File: src/rtl/pcie_rx_deframer.sv
// ---------------------------------------------------------------------------
// pcie_rx_deframer
//
// Receive-side data-link deframer. Parses STP / LEN / payload / CHK / END
// frames from the PHY symbol stream, checks the length and the XOR checksum,
// and buffers the payload store-and-forward. Payload bytes are written
// speculatively and only become visible to the reader once the whole frame
// has been validated. A frame that fails is rolled back and reported.
//
// Ports
//   CLK, RESET          clock, asynchronous active-high reset
//   VALID_IN            DATA_IN / CONTROL_IN carry a symbol this cycle
//   DATA_IN[7:0]        symbol byte
//   CONTROL_IN[7:0]     00 = data, FB = STP, FD = END, other = control
//   PKT_READY           consumer takes the head byte
//   PKT_VALID           head byte available (first-word-fall-through)
//   PKT_DATA[7:0]       head payload byte
//   PKT_LAST            head byte closes its frame
//   FRAME_OK            one-cycle pulse, frame committed
//   ERROR_DLL           one-cycle pulse, frame discarded
//   ERR_COUNT[7:0]      discarded frame count, saturating
// ---------------------------------------------------------------------------
module pcie_rx_deframer #(
    parameter int FIFO_DEPTH = 16,
    parameter int MAX_LEN    = 8
) (
    input  logic       CLK,
    input  logic       RESET,
    input  logic       VALID_IN,
    input  logic [7:0] DATA_IN,
    input  logic [7:0] CONTROL_IN,
    input  logic       PKT_READY,
    output logic       PKT_VALID,
    output logic [7:0] PKT_DATA,
    output logic       PKT_LAST,
    output logic       FRAME_OK,
    output logic       ERROR_DLL,
    output logic [7:0] ERR_COUNT
);

    localparam int         AW        = $clog2(FIFO_DEPTH);
    localparam logic [7:0] SYM_STP   = 8'hFB;
    localparam logic [7:0] SYM_END   = 8'hFD;
    localparam logic [7:0] MAX_LEN_B = 8'(MAX_LEN);
    localparam logic [AW:0] DEPTH_P  = (AW+1)'(FIFO_DEPTH);

    typedef enum logic [2:0] {
        S_IDLE,
        S_LEN,
        S_PAYLOAD,
        S_CHK,
        S_ENDW
    } state_t;

    state_t      state_q, state_d;

    // Pointers carry one extra wrap bit so full and empty are distinguishable.
    logic [AW:0] wr_spec_q, wr_spec_d;
    logic [AW:0] wr_commit_q, wr_commit_d;
    logic [AW:0] rd_q, rd_d;
    logic [7:0]  len_q, len_d;
    logic [7:0]  cnt_q, cnt_d;
    logic [7:0]  xor_q, xor_d;
    logic        bad_q, bad_d;
    logic        ok_q, ok_d;
    logic        err_q, err_d;
    logic [7:0]  errcnt_q, errcnt_d;

    logic [8:0]  mem_q [FIFO_DEPTH];

    // Symbol decode. COM falls into the generic "control" class.
    logic is_data, is_ctl, is_stp, is_end;
    assign is_data = VALID_IN && (CONTROL_IN == 8'h00);
    assign is_ctl  = VALID_IN && (CONTROL_IN != 8'h00);
    assign is_stp  = VALID_IN && (CONTROL_IN == SYM_STP);
    assign is_end  = VALID_IN && (CONTROL_IN == SYM_END);

    // Space left in the buffer. At the LEN byte no speculative data is
    // outstanding, so this is the room left behind committed, unread bytes.
    logic [AW:0] used, free;
    logic        len_bad;
    logic        last_byte;
    assign used      = wr_spec_q - rd_q;
    assign free      = DEPTH_P - used;
    assign len_bad   = (DATA_IN == 8'h00) || (DATA_IN > MAX_LEN_B) ||
                       ({8'h00, DATA_IN} > 16'(free));
    assign last_byte = (cnt_q == (len_q - 8'd1));

    // FSM outputs
    logic wr_en, commit, err, len_ld, chk_ld;

    // ---------------- state register ----------------
    always_ff @(posedge CLK or posedge RESET) begin
        if (RESET) state_q <= S_IDLE;
        else       state_q <= state_d;
    end

    // ---------------- next state ----------------
    // A new STP anywhere inside a frame restarts parsing at LEN.
    always_comb begin
        state_d = state_q;
        unique case (state_q)
            S_IDLE: begin
                if (is_stp) state_d = S_LEN;
            end
            S_LEN: begin
                if (is_stp)       state_d = S_LEN;
                else if (is_ctl)  state_d = S_IDLE;
                else if (is_data) state_d = len_bad ? S_IDLE : S_PAYLOAD;
            end
            S_PAYLOAD: begin
                if (is_stp)                    state_d = S_LEN;
                else if (is_ctl)               state_d = S_IDLE;
                else if (is_data && last_byte) state_d = S_CHK;
            end
            S_CHK: begin
                if (is_stp)       state_d = S_LEN;
                else if (is_ctl)  state_d = S_IDLE;
                else if (is_data) state_d = S_ENDW;
            end
            S_ENDW: begin
                // COM / other control while waiting for END is ignored.
                if (is_stp)                 state_d = S_LEN;
                else if (is_end || is_data) state_d = S_IDLE;
            end
            default: state_d = S_IDLE;
        endcase
    end

    // ---------------- FSM outputs ----------------
    always_comb begin
        wr_en  = 1'b0;
        commit = 1'b0;
        err    = 1'b0;
        len_ld = 1'b0;
        chk_ld = 1'b0;
        unique case (state_q)
            S_LEN: begin
                if (is_ctl)       err = 1'b1;
                else if (is_data) begin
                    if (len_bad) err    = 1'b1;
                    else         len_ld = 1'b1;
                end
            end
            S_PAYLOAD: begin
                if (is_ctl)       err   = 1'b1;
                else if (is_data) wr_en = 1'b1;
            end
            S_CHK: begin
                if (is_ctl)       err    = 1'b1;
                else if (is_data) chk_ld = 1'b1;
            end
            S_ENDW: begin
                if (is_stp || is_data) err = 1'b1;
                else if (is_end) begin
                    if (bad_q) err    = 1'b1;
                    else       commit = 1'b1;
                end
            end
            default: ;
        endcase
    end

    // ---------------- datapath next state ----------------
    always_comb begin
        rd_d        = rd_q + ((PKT_VALID && PKT_READY) ? 1'b1 : 1'b0);
        wr_spec_d   = wr_spec_q;
        wr_commit_d = wr_commit_q;
        len_d       = len_q;
        cnt_d       = cnt_q;
        xor_d       = xor_q;
        bad_d       = bad_q;
        errcnt_d    = errcnt_q;
        ok_d        = commit;
        err_d       = err;

        if (err)        wr_spec_d = wr_commit_q;   // rollback
        else if (wr_en) wr_spec_d = wr_spec_q + 1'b1;

        if (commit) wr_commit_d = wr_spec_q;

        if (len_ld) begin
            len_d = DATA_IN;
            cnt_d = 8'h00;
            xor_d = 8'h00;
        end else if (wr_en) begin
            cnt_d = cnt_q + 8'd1;
            xor_d = xor_q ^ DATA_IN;
        end

        if (chk_ld) bad_d = (DATA_IN != xor_q);

        if (err && (errcnt_q != 8'hFF)) errcnt_d = errcnt_q + 8'd1;
    end

    always_ff @(posedge CLK or posedge RESET) begin
        if (RESET) begin
            wr_spec_q   <= '0;
            wr_commit_q <= '0;
            rd_q        <= '0;
            len_q       <= 8'h00;
            cnt_q       <= 8'h00;
            xor_q       <= 8'h00;
            bad_q       <= 1'b0;
            ok_q        <= 1'b0;
            err_q       <= 1'b0;
            errcnt_q    <= 8'h00;
        end else begin
            wr_spec_q   <= wr_spec_d;
            wr_commit_q <= wr_commit_d;
            rd_q        <= rd_d;
            len_q       <= len_d;
            cnt_q       <= cnt_d;
            xor_q       <= xor_d;
            bad_q       <= bad_d;
            ok_q        <= ok_d;
            err_q       <= err_d;
            errcnt_q    <= errcnt_d;
        end
    end

    // Payload RAM. The LEN-time free check guarantees a speculative write
    // never lands on a committed, unread entry, so the head stays stable.
    always_ff @(posedge CLK) begin
        if (wr_en) mem_q[wr_spec_q[AW-1:0]] <= {last_byte, DATA_IN};
    end

    // ---------------- read side ----------------
    // Head is gated by PKT_VALID so the outputs read zero out of reset
    // regardless of RAM contents.
    logic [8:0] head;
    assign head      = mem_q[rd_q[AW-1:0]];
    assign PKT_VALID = (rd_q != wr_commit_q);
    assign PKT_DATA  = PKT_VALID ? head[7:0] : 8'h00;
    assign PKT_LAST  = PKT_VALID && head[8];
    assign FRAME_OK  = ok_q;
    assign ERROR_DLL = err_q;
    assign ERR_COUNT = errcnt_q;

endmodule
File: config.mk
export PLATFORM = sky130hd
export DESIGN_NAME = pcie_rx_deframer
export DESIGN_NICKNAME = d
export VERILOG_FILES = /design/src/rtl/pcie_rx_deframer.sv
export SDC_FILE = /design/constraint.sdc
export NUM_CORES = 1
export LEC_CHECK = 0
export BUFFER_PORTS_ARGS = -buffer_cell sky130_fd_sc_hd__buf_4
export CORE_MARGIN = 2
export CORE_UTILIZATION = 40
export CTS_BUF_LIST = sky130_fd_sc_hd__clkbuf_16
export CTS_CLUSTER_DIAMETER = 150
export DETAILED_ROUTE_END_ITERATION = 12
export PLACE_DENSITY = 0.65
export REMOVE_ABC_BUFFERS = 1
export SYNTH_ARGS = -nofsm -noshare
export SYNTH_HDL_FRONTEND = slang
export SYNTH_SLANG_ARGS = --single-unit
File: constraint.sdc
create_clock -name CLK -period 3.8 [get_ports CLK]
set_input_delay 0.57 -clock CLK [delete_from_list [all_inputs] [get_ports CLK]]
set_output_delay 0.57 -clock CLK [all_outputs]
set_load 0.02 [all_outputs]
; ---- Yosys cells after proc, flatten, opt, wreduce, memory -nomap -nowiden
; Memories as Yosys holds them, arrays and structs flattened.
; Index checks and enable logic that the tools add are counted.
[word_totals]
ramBits = 144
elab_cells = 101
output_inout_bits = 20
latch_bits = 0
in_bits = 20
mem_bits_ro = 0
mem_count = 1
regBits = 53
[mem_list]
columns = name, words, width, rd, rd_ports_with_merged_regs, wr, line_no
row1 = mem_q, 16, 9, 1, 0, 1, 69  ; logic [8:0] mem_q [FIFO_DEPTH];
[op_classes]
muxes = 44
div_mod_pow = 0
n_lt_le_gt_ge = 2
n_reduce_logical = 20
shift = 0
bitwise_logic = 1
add_sub_neg = 7
eq_ne = 15
n_mul = 0
[op_table]
columns = operator, n
row1 = $mux W8, 5
row2 = $mux W3, 12
row3 = $mux W1, 22
row4 = $add A8 B1 Y8 const B, 2
row5 = $eq A8 B8 Y1 const B, 2
row6 = $logic_not A8 Y1, 2
row7 = $pmux W3 S5, 1
row8 = $ne A4 B4 Y1 const B, 3
row9 = $mux W5, 2
row10 = $eq A8 B8 Y1, 1
row11 = $gt A8 B4 Y1 const B, 1
row12 = $gt A8 B5 Y1, 1
row13 = $logic_and A1 B1 Y1, 8
row14 = $ne A8 B8 Y1, 1
row15 = $ne A8 B8 Y1 const B, 1
row16 = $reduce_bool A8 Y1, 1
row17 = $sub A8 B1 Y8 const B, 1
row18 = $xor A8 B8 Y8, 1
row19 = $eq A3 B2 Y1 const B, 2
row20 = $add A5 B1 Y5, 1
row21 = $add A5 B1 Y5 const B, 1
row22 = $ne A5 B5 Y1, 1
row23 = $reduce_and A5 Y1, 1
row24 = $sub A5 B5 Y5, 1
row25 = 11 further kinds, 15

; ---- Logic depth before layout (Yosys ltp)
; Gate-level depths: netlist of the first run.
[depth]
word_depth = 9
ltp_mapped = 16
mapped_depth_nobuf = 13

; ---- Worst setup path before layout of the first run
; Ideal clock, no wire load.
[synth_timing]
path_type = reg-to-reg
startpoint = register rd_q[0]
endpoint = register errcnt_q[1], in the netlist ERR_COUNT[1]
n_path_buf = 2
stages_incl_launch_ff = 16
required_ns = 3.675
setup_ns = 0.125
path_slack_ns = 0.336
arrival_time_ns = 3.340
synth_period_minus_slack_ns = 3.464
cell_sequence = dfrtp_1 -> buf_2 -> buf_2 -> inv_1 -> ha_1 -> inv_1 -> ha_1 -> inv_1 -> fa_1 -> xor2_1 -> ha_1 -> and2_1 -> a32o_1 -> a41oi_2 -> o22ai_2 -> mux2_2
[synth_between]
elab_chain_cells = 9
[synth_lines]
columns = element, line_no
row1 = start: declaration, 60  ; logic [AW:0] rd_q, rd_d;
row2 = start signal: assignment, 211  ; rd_q <= rd_d;
row3 = $sub A5 B5 Y5, 83  ; assign used = wr_spec_q - rd_q;
row4 = $sub A5 B5 Y5, 84  ; assign free = DEPTH_P - used;
row5 = $gt A8 B5 Y1, 86  ; ({8'h00, DATA_IN} > 16'(free));
row6 = $logic_or A1 B1 Y1, 85  ; assign len_bad = (DATA_IN == 8'h00) || (DATA_IN > MAX_LEN_B) ||
row7 = $mux W1, 141  ; if (len_bad) err = 1'b1;
row8 = $mux W1, 140  ; else if (is_data) begin
row9 = $mux W1, 139  ; if (is_ctl) err = 1'b1;
row10 = $pmux W1 S3, 137  ; unique case (state_q)
row11 = $logic_and A1 B1 Y1, 193  ; if (err && (errcnt_q != 8'hFF)) errcnt_d = errcnt_q + 8'd1;
row12 = end signal: assignment, 218  ; errcnt_q <= errcnt_d;
row13 = end: declaration, 67  ; logic [7:0] errcnt_q, errcnt_d;
; No other way between the ends.
; A chain may end at the register's enable or synchronous reset.

; ---- Worst setup path after layout of the first run
[layout_timing]
startpoint = register rd_q[0]
endpoint = output PKT_LAST
[layout_between]
elab_chain_cells = 2
word_cells_on_any_way = 3
cone_classes = eq/ne (1) / reduce/logical (1) / memory (1)
[layout_lines]
columns = element, line_no
row1 = $mem_v2 Z16 W9 / $ne A5 B5 Y1 (equally long branches), -
row2 = $logic_and A1 B1 Y1 (*), 235  ; assign PKT_LAST = PKT_VALID && head[8];
row3 = end: declaration, 35  ; output logic PKT_LAST,
; Every way passes the cells marked *; elsewhere a longest branch is shown, timed or not.

==> results of run 1 <==
==> worst register-to-register path, delay by kind of cell, from the launching register on <==
kind / cells / cell delay [ns]
xor gates and xnor gates: 1 / 0.14
muxes: 1 / 0.36
adders and majority gates: 3 / 0.90
buffers and inverters: 1 / 0.11
DFF: 1 / 0.55
AOI/OAI and AO/OA: 6 / 1.22
==> registers in the layout, summed over array words and instances, names as in the netlist <==
register,cells
ERROR_DLL,1
ERR_COUNT,8
FRAME_OK,1
bad_q,1
cnt_q,8
len_q,8
mem_q,144
rd_q,5
state_q,3
wr_commit_q,5
wr_spec_q,5
xor_q,8
==> routing by layer <==
metal	part of all wire	GRT usage	vias to the layer above
li1	-	-	2255
met1	0.45	0.211	2499
met2	0.50	0.261	88
met3	0.038	0.0349	12
met4	0.0089	0.0503	0
met5	0	0	-
==> cells in the mapped netlist, types with 10 or more instances <==
cell,number
nor2_1,31
mux2_2,17
ha_1,21
xor2_1,28
mux4_2,45
nand4_1,10
inv_1,23
xnor2_1,25
nor2b_1,17
buf_2,10
nand2_1,30
nor3_1,12
edfxtp_1,144
dfrtp_1,53
==> kinds of logic (layout without fill, tap and decap cells) <==
group                    Yosys count  in the layout  synth area share
AO/OA/AOI/OAI                     32             32            0.0268
XOR/XNOR                          53             53            0.0523
adder cells (fa/ha/maj)           22             22            0.0319
buffers and inverters             43            116            0.0200
flip-flops                       197            197             0.637
multiplexers                      66             66             0.140
AND/OR/NAND/NOR                  147            147            0.0922
==> cell type report <==
| class | count | share of cell area |
|---|---|---|
| multi-input combinational | 320 | 0.301 |
| tap | 280 | 0.0344 |
| inverter | 23 | 0.00848 |
| clock buffer | 17 | 0.0418 |
| timing repair buffer | 62 | 0.0457 |
| clock inverter | 14 | 0.0136 |
| sequential | 197 | 0.555 |
==> through the flow <==
| stage | setup TNS, ns | hold slack (ns) | setup slack [ns] |
|---|---|---|---|
| final | 0 | 0.424 | 0.381 |
| after global routing | 0 | 0.480 | 0.193 |
| after CTS | 0 | 0.463 | 0.284 |
| after detailed placement | 0 | 0.513 | 0.445 |
| after global placement | 0 | 0.504 | 0.516 |
| after floorplan | -19.86 | 0.485 | -0.861 |
==> power by group through the flow <==
stage / Combinational (mW) / Sequential (mW) / Clock (mW)
finish: 1.76 / 2.38 / 1.71
floorplan: 1.09 / 2.60 / 0
global route: 1.94 / 2.38 / 1.84
global placement: 1.75 / 2.42 / 0
detailed placement: 1.80 / 2.42 / 0
CTS: 1.81 / 2.38 / 1.75
==> worst min-delay path by stage <==
stage                 start           end  slack (ns)  cells past startpoint
4_1_cts               RESET  ERR_COUNT[4]        0.46                      2
6_report              RESET  ERR_COUNT[4]        0.42                      2
2_1_floorplan      len_q[7]      len_q[7]        0.48                      1
3_3_place_gp   ERR_COUNT[5]  ERR_COUNT[5]        0.50                      1
5_1_grt          DATA_IN[7]   mem_q[9][7]        0.48                      1
3_5_place_dp   ERR_COUNT[5]  ERR_COUNT[5]        0.51                      1
==> results by group, run 1 <==
Run status
  • Outcome: completed

Setup path
  • Startpoint Class: register
  • Slowest-stage cell, CP: mux4_2
  • Reg2reg path depth: 12
  • Cell class contributing the biggest share of worst-path delay: multiplexers
  • CP Cell Sequence: buf_4, mux4_2, mux4_2, nor2b_1, buf_4
  • Critical path buffers and inverters: 2
  • Worst path required time: about 3.2 ns
  • Worst-path fanout max: 38
  • R2r startpoint: wr_spec_q[2]
  • Crit path launch: rd_q[0]
  • Stages on the worst setup path: 5
  • Crit end category: output port
  • Critical setup path kind: reg2out
  • CP endpoint: PKT_LAST
  • Reg2reg end: ERR_COUNT[6]
  • CP peak stage delay: 0.61 ns
  • Register-to-register setup slack: between 0.4 and 0.5 ns
  • Arrival @ worst endpoint: approximately 2.9 ns

Power
  • Clock Power Share: 0.293
  • Internal power: 4.07 mW
  • Leak: about 3.7 nW
  • Total power: ~6 mW
  • Net Sw Power: ~1.8 mW
  • Sequential share of power: 0.406
  • Part of the power in combinational logic: 0.301
  • Switching share of power: 0.303
  • Maximum vdd drop: between 0.3 and 0.4 mV
  • PD cells: 575 mW/mm^2

Clock tree
  • CTS Buf Count: 17
  • Clock root cell: clkbuf_16
  • Maximum clock path buffer count: 2
  • Clk slew on worst S/H paths: around 0.070 ns
  • CTS resizes: 0
  • Sink Count: 197
  • CTS tree: done
  • Worst skew pair latency: 0.44 ns
  • # Post-CTS Setup Buffers: 0
  • CTS Hold Buffers Added: 0
  • CTS H-tree lvls: 4

Floorplan
  • Row Count: 54
  • Initial Util: 0.407
  • Top Ports: 40
  • Full die area: 0.0234 mm^2
  • Die width: 153 um
  • Core region area: 0.0218 mm^2
  • Die Span Y: 153 um

Finish
  • Layout cells sized above 1: 0.273
  • Layout area overhead: 14.7%
  • # diodes: 0
  • Post-route cell area: roughly 0.010 mm^2
  • Commonest non-fill, non-tap cell in the layout: edfxtp_1
  • Most frequent cells in the layout: 144 x edfxtp_1, 62 x buf_4, 52 x dfrtp_1
  • Nets: 663
  • Final Util: 0.466
  • Multi-input gate area: just over 0.003 mm^2
  • Final Non-Filler Cells: between 900 and 1000
  • Storage cell area: 0.00565 mm^2
  • Fillers: 1867

Routing
  • DR DRC count: 0
  • Via total after detailed routing: 4854
  • WL per Instance: about 19 um
  • Final ANT Viol Nets: 0
  • Routed Wire Length: 17500 um
  • Via/cell ratio: roughly 5.3
  • First-pass DRT Iterations: 4
  • DRT iter0 DRCs: about 380

Synth
  • Yosys reg bits: 197
  • Mapped Avg Cell Area: 15.9 um^2
  • Async set or reset register ratio after synthesis: 0.269
  • Cells after Synth: 560
  • Synth area leader: edfxtp_1
  • Seq/Total Area, Yosys: 0.637
  • Ys Warns: 0
  • Post-synth top flop: edfxtp_1
  • Synth Cell Area: ~0.0089 mm^2
  • Post-synth top area share: 0.487
  • Area contributors post-synth: edfxtp_1 49%, dfrtp_1 15%, mux4_2 11%
  • Synth cell types: 55
  • Post-synth EDFFs: 144

Timing
  • Max Fclk: between 200 and 300 MHz
  • Measured slew at the worst slew-check pin: 1.13 ns
  • Final Max Slew Viols: 0
  • Worst relative slew slack: 0.245
  • RSZ-0062 raised after global routing: false
  • Final Hold Viols: 0
  • Minimum clock period: 3.42 ns
  • Final Cycle Share: 0.900
  • # setup viols final: 0
  • Final Skew: 0.0128 ns

Flow run
  • Number of max-cap violations: 0

Placed design
  • Placed cells: around 880
  • Area post-placement: 0.00962 mm^2
  • Post-DP HPWL: 11300 um
  • RePlAce Congestion: 0.801
  • I/O Buffers: 39

Global routing
  • GR Overflow Total: 0
  • Initial antenna violation count: 0
  • Tot GR Track Use: 0.158
  • Largest net degree at the start of global routing: 54
  • Global-route wire length before repair: 28300 um
  • Vias in the first global route: 5141

Min path
  • Hold Path Class: in2async
(Power assumes the default switching activity.)
==> run 2: changes to the inputs <==
--- a/config.mk
+++ b/config.mk
@@ -5,6 +5,7 @@
 export SDC_FILE = /design/constraint.sdc
 export NUM_CORES = 1
 export LEC_CHECK = 0
+export ABC_AREA = 1
 export BUFFER_PORTS_ARGS = -buffer_cell sky130_fd_sc_hd__buf_4
 export CORE_MARGIN = 2
 export CORE_UTILIZATION = 40
==> constraint.sdc (replaced) <==
create_clock -name CLK -period 3.8 [get_ports CLK]
set_input_delay 0.19 -clock CLK [delete_from_list [all_inputs] [get_ports CLK]]
set_output_delay 0.19 -clock CLK [all_outputs]
set_load 0.02 [all_outputs]
==> results by group, run 2 <==
Floorplan
  • Die width: around 160 um
  • Core region area: 0.0226 mm^2
  • Full die area: 0.0241 mm^2
  • Initial Util: 0.406
  • Top Ports: 40
  • Row Count: 55
  • Die Span Y: 155 um

Routing
  • Via total after detailed routing: 6321
  • First-pass DRT Iterations: 5
  • Final ANT Viol Nets: 0
  • WL per Instance: 16.7 um
  • Via/cell ratio: slightly above 5
  • Routed Wire Length: 20600 um
  • DRT iter0 DRCs: 573
  • DR DRC count: 0

Synth
  • Async set or reset register ratio after synthesis: 0.269
  • Post-synth EDFFs: 144
  • Yosys reg bits: roughly 200
  • Synth Cell Area: 0.00916 mm^2
  • Post-synth top area share: 0.472
  • Synth area leader: edfxtp_1
  • Seq/Total Area, Yosys: 0.617
  • Post-synth top flop: edfxtp_1
  • Area contributors post-synth: edfxtp_1 47%, dfrtp_1 14%, nand2_1 6.3%
  • Cells after Synth: 895
  • Synth cell types: 41
  • Mapped Avg Cell Area: 10.2 um^2
  • Most frequent cells after synthesis: 154 x nand2_1, 144 x edfxtp_1, 133 x nor2_1
  • Ys Warns: 0
  • Most common cell in the synthesized netlist: nand2_1

Placed design
  • RePlAce Congestion: around 0.85
  • Area post-placement: 0.00976 mm^2
  • Post-DP HPWL: 13000 um
  • I/O Buffers: 39

Finish
  • Most frequent cells in the layout: 154 x nand2_1, 144 x edfxtp_1, 133 x nor2_1
  • Final Util: 0.460
  • Fillers: 2080
  • Multi-input gate area: 0.00303 mm^2
  • Storage cell area: 0.00565 mm^2
  • Layout cells sized above 1: 0.114
  • # diodes: 0
  • Commonest non-fill, non-tap cell in the layout: nand2_1
  • Max FFs per register: 144
  • Post-route cell area: 0.0104 mm^2
  • Nets: around 980
  • Layout area overhead: 13.2%

Timing
  • Worst relative slew slack: 0.365
  • Minimum clock period: 3.17 ns
  • Final Cycle Share: 0.834
  • Final Hold Viols: 0
  • Final Max Slew Viols: 0
  • RSZ-0062 raised after global routing: false
  • Max Fclk: 315 MHz
  • # setup viols final: 0
  • Final Skew: approximately 0.011 ns
  • Measured slew at the worst slew-check pin: 0.949 ns

Clock tree
  • CTS tree: done
  • CTS resizes: 0
  • Worst skew pair latency: 0.45 ns
  • Maximum clock path buffer count: 2
  • # Post-CTS Setup Buffers: 0
  • Clk slew on worst S/H paths: 0.07 ns
  • Clock root cell: clkbuf_16
  • CTS Hold Buffers Added: 1
  • CTS Buf Count: 17
  • CTS H-tree lvls: 4
  • Sink Count: 197

Setup path
  • Reg2reg path depth: 16
  • Arrival @ worst endpoint: 3.51 ns
  • CP peak stage delay: 0.40 ns
  • Critical setup path kind: reg2reg
  • Startpoint Class: register
  • Worst path required time: 4.14 ns
  • R2r startpoint: wr_spec_q[3]
  • Reg2reg end: cnt_q[4]
  • CP Cell Sequence: inv_1, ha_1, ha_1, a21oi_1, o21ai_0, xnor2_1, ha_1, nor2_1, nor2_1, nand3_1, nor2_2, nand2_1, nor3_2, inv_2, nand2_1, nor2_1
  • Slowest-stage cell, CP: dfrtp_1
  • Cell class contributing the biggest share of worst-path delay: simple AND/OR/NAND/NOR gates
  • Worst-path fanout max: 10
  • Critical path buffers and inverters: 2
  • Register-to-register setup slack: 0.63 ns
  • Crit end category: register

Global routing
  • Vias in the first global route: between 6000 and 7000
  • Global-route wire length before repair: around 32000 um
  • GR Overflow Total: 0
  • Initial antenna violation count: 0
  • Largest net degree at the start of global routing: 75
  • Tot GR Track Use: 0.176

Min path
  • Hold Path Class: in2reg
  • Hold EP: state_q[0]
  • Depth of the worst hold-timing path: 4
  • Hold Crit Start: VALID_IN

Power
  • Leak: 4.23 nW
  • PD cells: 661 mW/mm^2
  • Maximum vdd drop: 0.414 mV

Flow run
  • Number of max-cap violations: 0

Run status
  • Outcome: completed
run 2: changes by cell type after synthesis, moves of 35 or more:
| cell | delta |
|---|---|
| o21ai_0 | +89 |
| nand3_1 | +35 |
| nor2_1 | +102 |
| mux4_2 | -45 |
| nand2_1 | +124 |
| inv_1 | +55 |
run 2: cells by family after synthesis:
| kind of cell | synth area share |
|---|---|
| simple gates | 0.166 |
| xor+xnor | 0.0325 |
| flops | 0.617 |
| buf+inv | 0.0530 |
| compound gates | 0.101 |
| fa+ha+maj | 0.0309 |
run 2: per-layer routing:
layer	up-vias	wire length (um)	share of wire	global-route usage
met5	-	0	0	0
li1	3149	-	-	-
met3	41	1100	0.053	0.0290
met1	2955	9680	0.47	0.246
met4	0	692	0.034	0.0861
met2	176	9160	0.44	0.267
run 2: worst max-delay path by stage:
| stage | end | cells past startpoint | from | slack (ns) |
|---|---|---|---|---|
| after floorplan | ERR_COUNT[2] | 17 | rd_q[0] | -0.58 |
| after global placement | cnt_q[4] | 16 | wr_spec_q[3] | 0.78 |
| after detailed placement | cnt_q[4] | 16 | wr_spec_q[3] | 0.60 |
| after CTS | cnt_q[4] | 16 | wr_spec_q[3] | 0.60 |
| after global routing | xor_q[1] | 16 | wr_spec_q[3] | 0.34 |
| final | cnt_q[4] | 16 | wr_spec_q[3] | 0.63 |
run 2: worst register-to-register path, stage by stage (launching register included):
cell and delay [ns]:
dfrtp_1 0.40, inv_1 0.15, ha_1 0.26, ha_1 0.34, a21oi_1 0.14, o21ai_0 0.11
xnor2_1 0.16, ha_1 0.32, nor2_1 0.05, nor2_1 0.11, nand3_1 0.10, nor2_2 0.14
nand2_1 0.08, nor3_2 0.36, inv_2 0.20, nand2_1 0.11, nor2_1 0.04
run 2: final cells by class:
cell class,instances,share of cell area
inverter,88,0.0318
timing repair buffer,52,0.0379
sequential,197,0.545
clock inverter,15,0.0175
clock buffer,17,0.0410
tap,285,0.0344
multi-input combinational,578,0.293
run 2: where the power goes:
group	internal, mW	switching [mW]	leakage, nW
combinational	0.883	1.66	1.92
clock	0.944	0.892	0.297
sequential	2.39	0.0928	2.01
run 2: through the flow:
stage               power, mW  hold WS [ns]  setup slack (ns)  TNS [ns]  std cells
finish                   6.85         0.102             0.630         0       1232
global route             7.25         0.107             0.343         0       1232
CTS                      6.88        0.0929             0.600         0       1232
detailed placement       5.06         0.217             0.597         0       1199
global placement         5.00         0.199             0.782         0       1199
floorplan                4.18         0.289            -0.576    -17.40        863
==> run 3: changes to the inputs <==
--- a/config.mk
+++ b/config.mk
@@ -5,14 +5,14 @@
 export SDC_FILE = /design/constraint.sdc
 export NUM_CORES = 1
 export LEC_CHECK = 0
-export ABC_AREA = 1
+export ABC_AREA = 0
 export BUFFER_PORTS_ARGS = -buffer_cell sky130_fd_sc_hd__buf_4
 export CORE_MARGIN = 2
 export CORE_UTILIZATION = 40
 export CTS_BUF_LIST = sky130_fd_sc_hd__clkbuf_16
 export CTS_CLUSTER_DIAMETER = 150
 export DETAILED_ROUTE_END_ITERATION = 12
-export PLACE_DENSITY = 0.65
+export PLACE_DENSITY = 0.67
 export REMOVE_ABC_BUFFERS = 1
 export SYNTH_ARGS = -nofsm -noshare
 export SYNTH_HDL_FRONTEND = slang
==> constraint.sdc (replaced) <==
create_clock -name CLK -period 2.9 [get_ports CLK]
set_input_delay 0.145 -clock CLK [delete_from_list [all_inputs] [get_ports CLK]]
set_output_delay 0.145 -clock CLK [all_outputs]
set_load 0.02 [all_outputs]
==> results by group, run 3 (synthesis gave the netlist of run 1 again) <==
Run status
  • Outcome: finished with violations
  • Violated checks: negative setup slack

Routing
  • First-pass DRT Iterations: 5
  • Routed Wire Length: about 19000 um
  • Final ANT Viol Nets: 0
  • Via total after detailed routing: 5041
  • Via/cell ratio: 5.38
  • WL per Instance: 19.8 um
  • DRT iter0 DRCs: 302
  • DR DRC count: 0

Timing
  • Max Fclk: between 300 and 400 MHz
  • Final Max Slew Viols: 0
  • Final Skew: 0.0154 ns
  • Final Hold Viols: 0
  • # setup viols final: 25
  • Minimum clock period: approximately 3 ns
  • Final Cycle Share: 1.04
  • Measured slew at the worst slew-check pin: 0.624 ns
  • Worst setup margin: -0.114 ns
  • RSZ-0062 raised after global routing: true
  • Worst relative slew slack: 0.583

Setup path
  • Worst path required time: between 3 and 4 ns
  • Arrival @ worst endpoint: 3.33 ns
  • Startpoint Class: register
  • Worst-path fanout max: 7
  • Register-to-register setup slack: -0.11 ns
  • Critical setup path kind: reg2reg
  • Crit end category: register

Placed design
  • Post-DP HPWL: 12200 um
  • RePlAce Congestion: 0.808
  • Placed cells: 895
  • I/O Buffers: 39

Finish
  • Fillers: ~1800
  • Max FFs per register: 144
  • Commonest non-fill, non-tap cell in the layout: edfxtp_1
  • Layout area overhead: 20.2%
  • Layout cells sized above 1: 0.341
  • Most frequent cells in the layout: 144 x edfxtp_1, 71 x buf_4, 52 x dfrtp_1
  • Nets: 686
  • # diodes: 0
  • Final Non-Filler Cells: 937

Power
  • Leak: 3.91 nW
  • Sequential share of power: 0.385
  • Clock Power Share: 0.288
  • Part of the power in combinational logic: 0.328
  • PD cells: 760 mW/mm^2
  • Total power: 8.11 mW
  • Internal power: 5.59 mW
  • Maximum vdd drop: 0.422 mV
  • Net Sw Power: 2.52 mW
  • Switching share of power: 0.310

Floorplan
  • Full die area: between 0.02 and 0.025 mm^2
  • Top Ports: 40
  • Die width: 153 um
  • Die Span Y: approximately 150 um
  • Core region area: 0.0218 mm^2
  • Row Count: 54
  • Initial Util: 0.407

Global routing
  • Global-route wire length before repair: around 29000 um
  • Vias in the first global route: 5197
  • Largest net degree at the start of global routing: 40
  • Tot GR Track Use: 0.162
  • GR Overflow Total: 0
  • Initial antenna violation count: 0

Clock tree
  • Clock root cell: clkbuf_16
  • CTS tree: done
  • Sink Count: 197
  • CTS H-tree lvls: 4
  • Worst skew pair latency: 0.43 ns
  • Clk slew on worst S/H paths: 0.08 ns
  • CTS Buf Count: 17
  • Maximum clock path buffer count: 2

Min path
  • Hold Path Class: in2reg

Flow run
  • Number of max-cap violations: 0
run 3: cell count changes in the layout (fill, tap and decap cells not counted), moves of 15 or more:
cell      change
nand2_1     -125
nor2_1      -112
o21ai_0      -91
inv_1        -59
mux4_2       +45
nand3_1      -35
buf_4        +20
o221ai_1     -18
o22ai_1      -18
nor2b_1      +15
xnor2_1      +15
run 3: path summary, 6_finish.rpt:
check / end / startpoint / cells past startpoint
setup / recovery: len_q[1] / rd_q[1] / 12
hold / removal: mem_q[6][6] / DATA_IN[6] / 1
max in group asynchronous: cnt_q[0] / RESET / 4
hold reg to reg: ERR_COUNT[0] / ERR_COUNT[0] / 1
setup reg to reg: len_q[1] / rd_q[1] / 12
min in group asynchronous: ERROR_DLL / RESET / 3
run 3: worst max-delay path, cell delays in order (launching register included):
cell	delay, ns
dfrtp_1	0.41
ha_4	0.28
ha_4	0.13
inv_2	0.04
fa_2	0.35
xor2_1	0.16
ha_1	0.31
and2_4	0.16
a32o_2	0.20
nand4_1	0.14
nor4_4	0.18
buf_6	0.18
mux2_2	0.35
run 3: metal layers:
metal / share of wire / wire length (um) / global-route usage
met5: 0 / 0 / 0
met4: 0.011 / 210 / 0.0463
met3: 0.044 / 820 / 0.0346
met2: 0.52 / 9550 / 0.274
met1: 0.43 / 7940 / 0.213
run 3: final cells by class:
| cell class | instances | area (um^2) | area share |
|---|---|---|---|
| Sequential cell | 197 | 5650 | 0.530 |
| Multi-Input combinational cell | 320 | 3260 | 0.306 |
| Timing Repair Buffer | 85 | 718 | 0.0673 |
| Clock buffer | 17 | 425 | 0.0399 |
| Tap cell | 280 | 350 | 0.0328 |
| Clock inverter | 15 | 169 | 0.0158 |
| Inverter | 23 | 86.3 | 0.00809 |
run 3: power by group through the flow:
stage | sequential [mW] | combinational, mW | clock [mW]
after floorplan | 3.40 | 1.42 | 0
final | 3.12 | 2.66 | 2.33
after global placement | 3.17 | 2.32 | 0
after detailed placement | 3.17 | 2.38 | 0
after CTS | 3.12 | 2.59 | 2.39
after global routing | 3.12 | 2.86 | 2.52
run 3: timing repair:
| action | 4_1_cts | 5_1_grt |
|---|---|---|
| setup buffers | 4 | 4 |
| pin swaps | 13 | 20 |
| hold buffers | 2 | 0 |
| resized for setup | 27 | 41 |
| endpoints found under the hold margin | 32 | 0 |
| endpoints found under the setup margin | 44 | 46 |
| gates cloned | 0 | 1 |
run 3: per-stage QoR:
step	util	setup WS, ns	hold slack (ns)	area [um^2]	setup TNS, ns
after global placement	0.445	-0.0807	0.268	9710	-1.09
after global routing	0.489	-0.199	0.0621	10700	-4.23
final	0.489	-0.114	0.0644	10700	-1.32
after floorplan	-	-1.76	0.244	8780	-57.97
after detailed placement	0.445	-0.202	0.264	9710	-4.62
after CTS	0.480	-0.138	0.0364	10500	-1.85
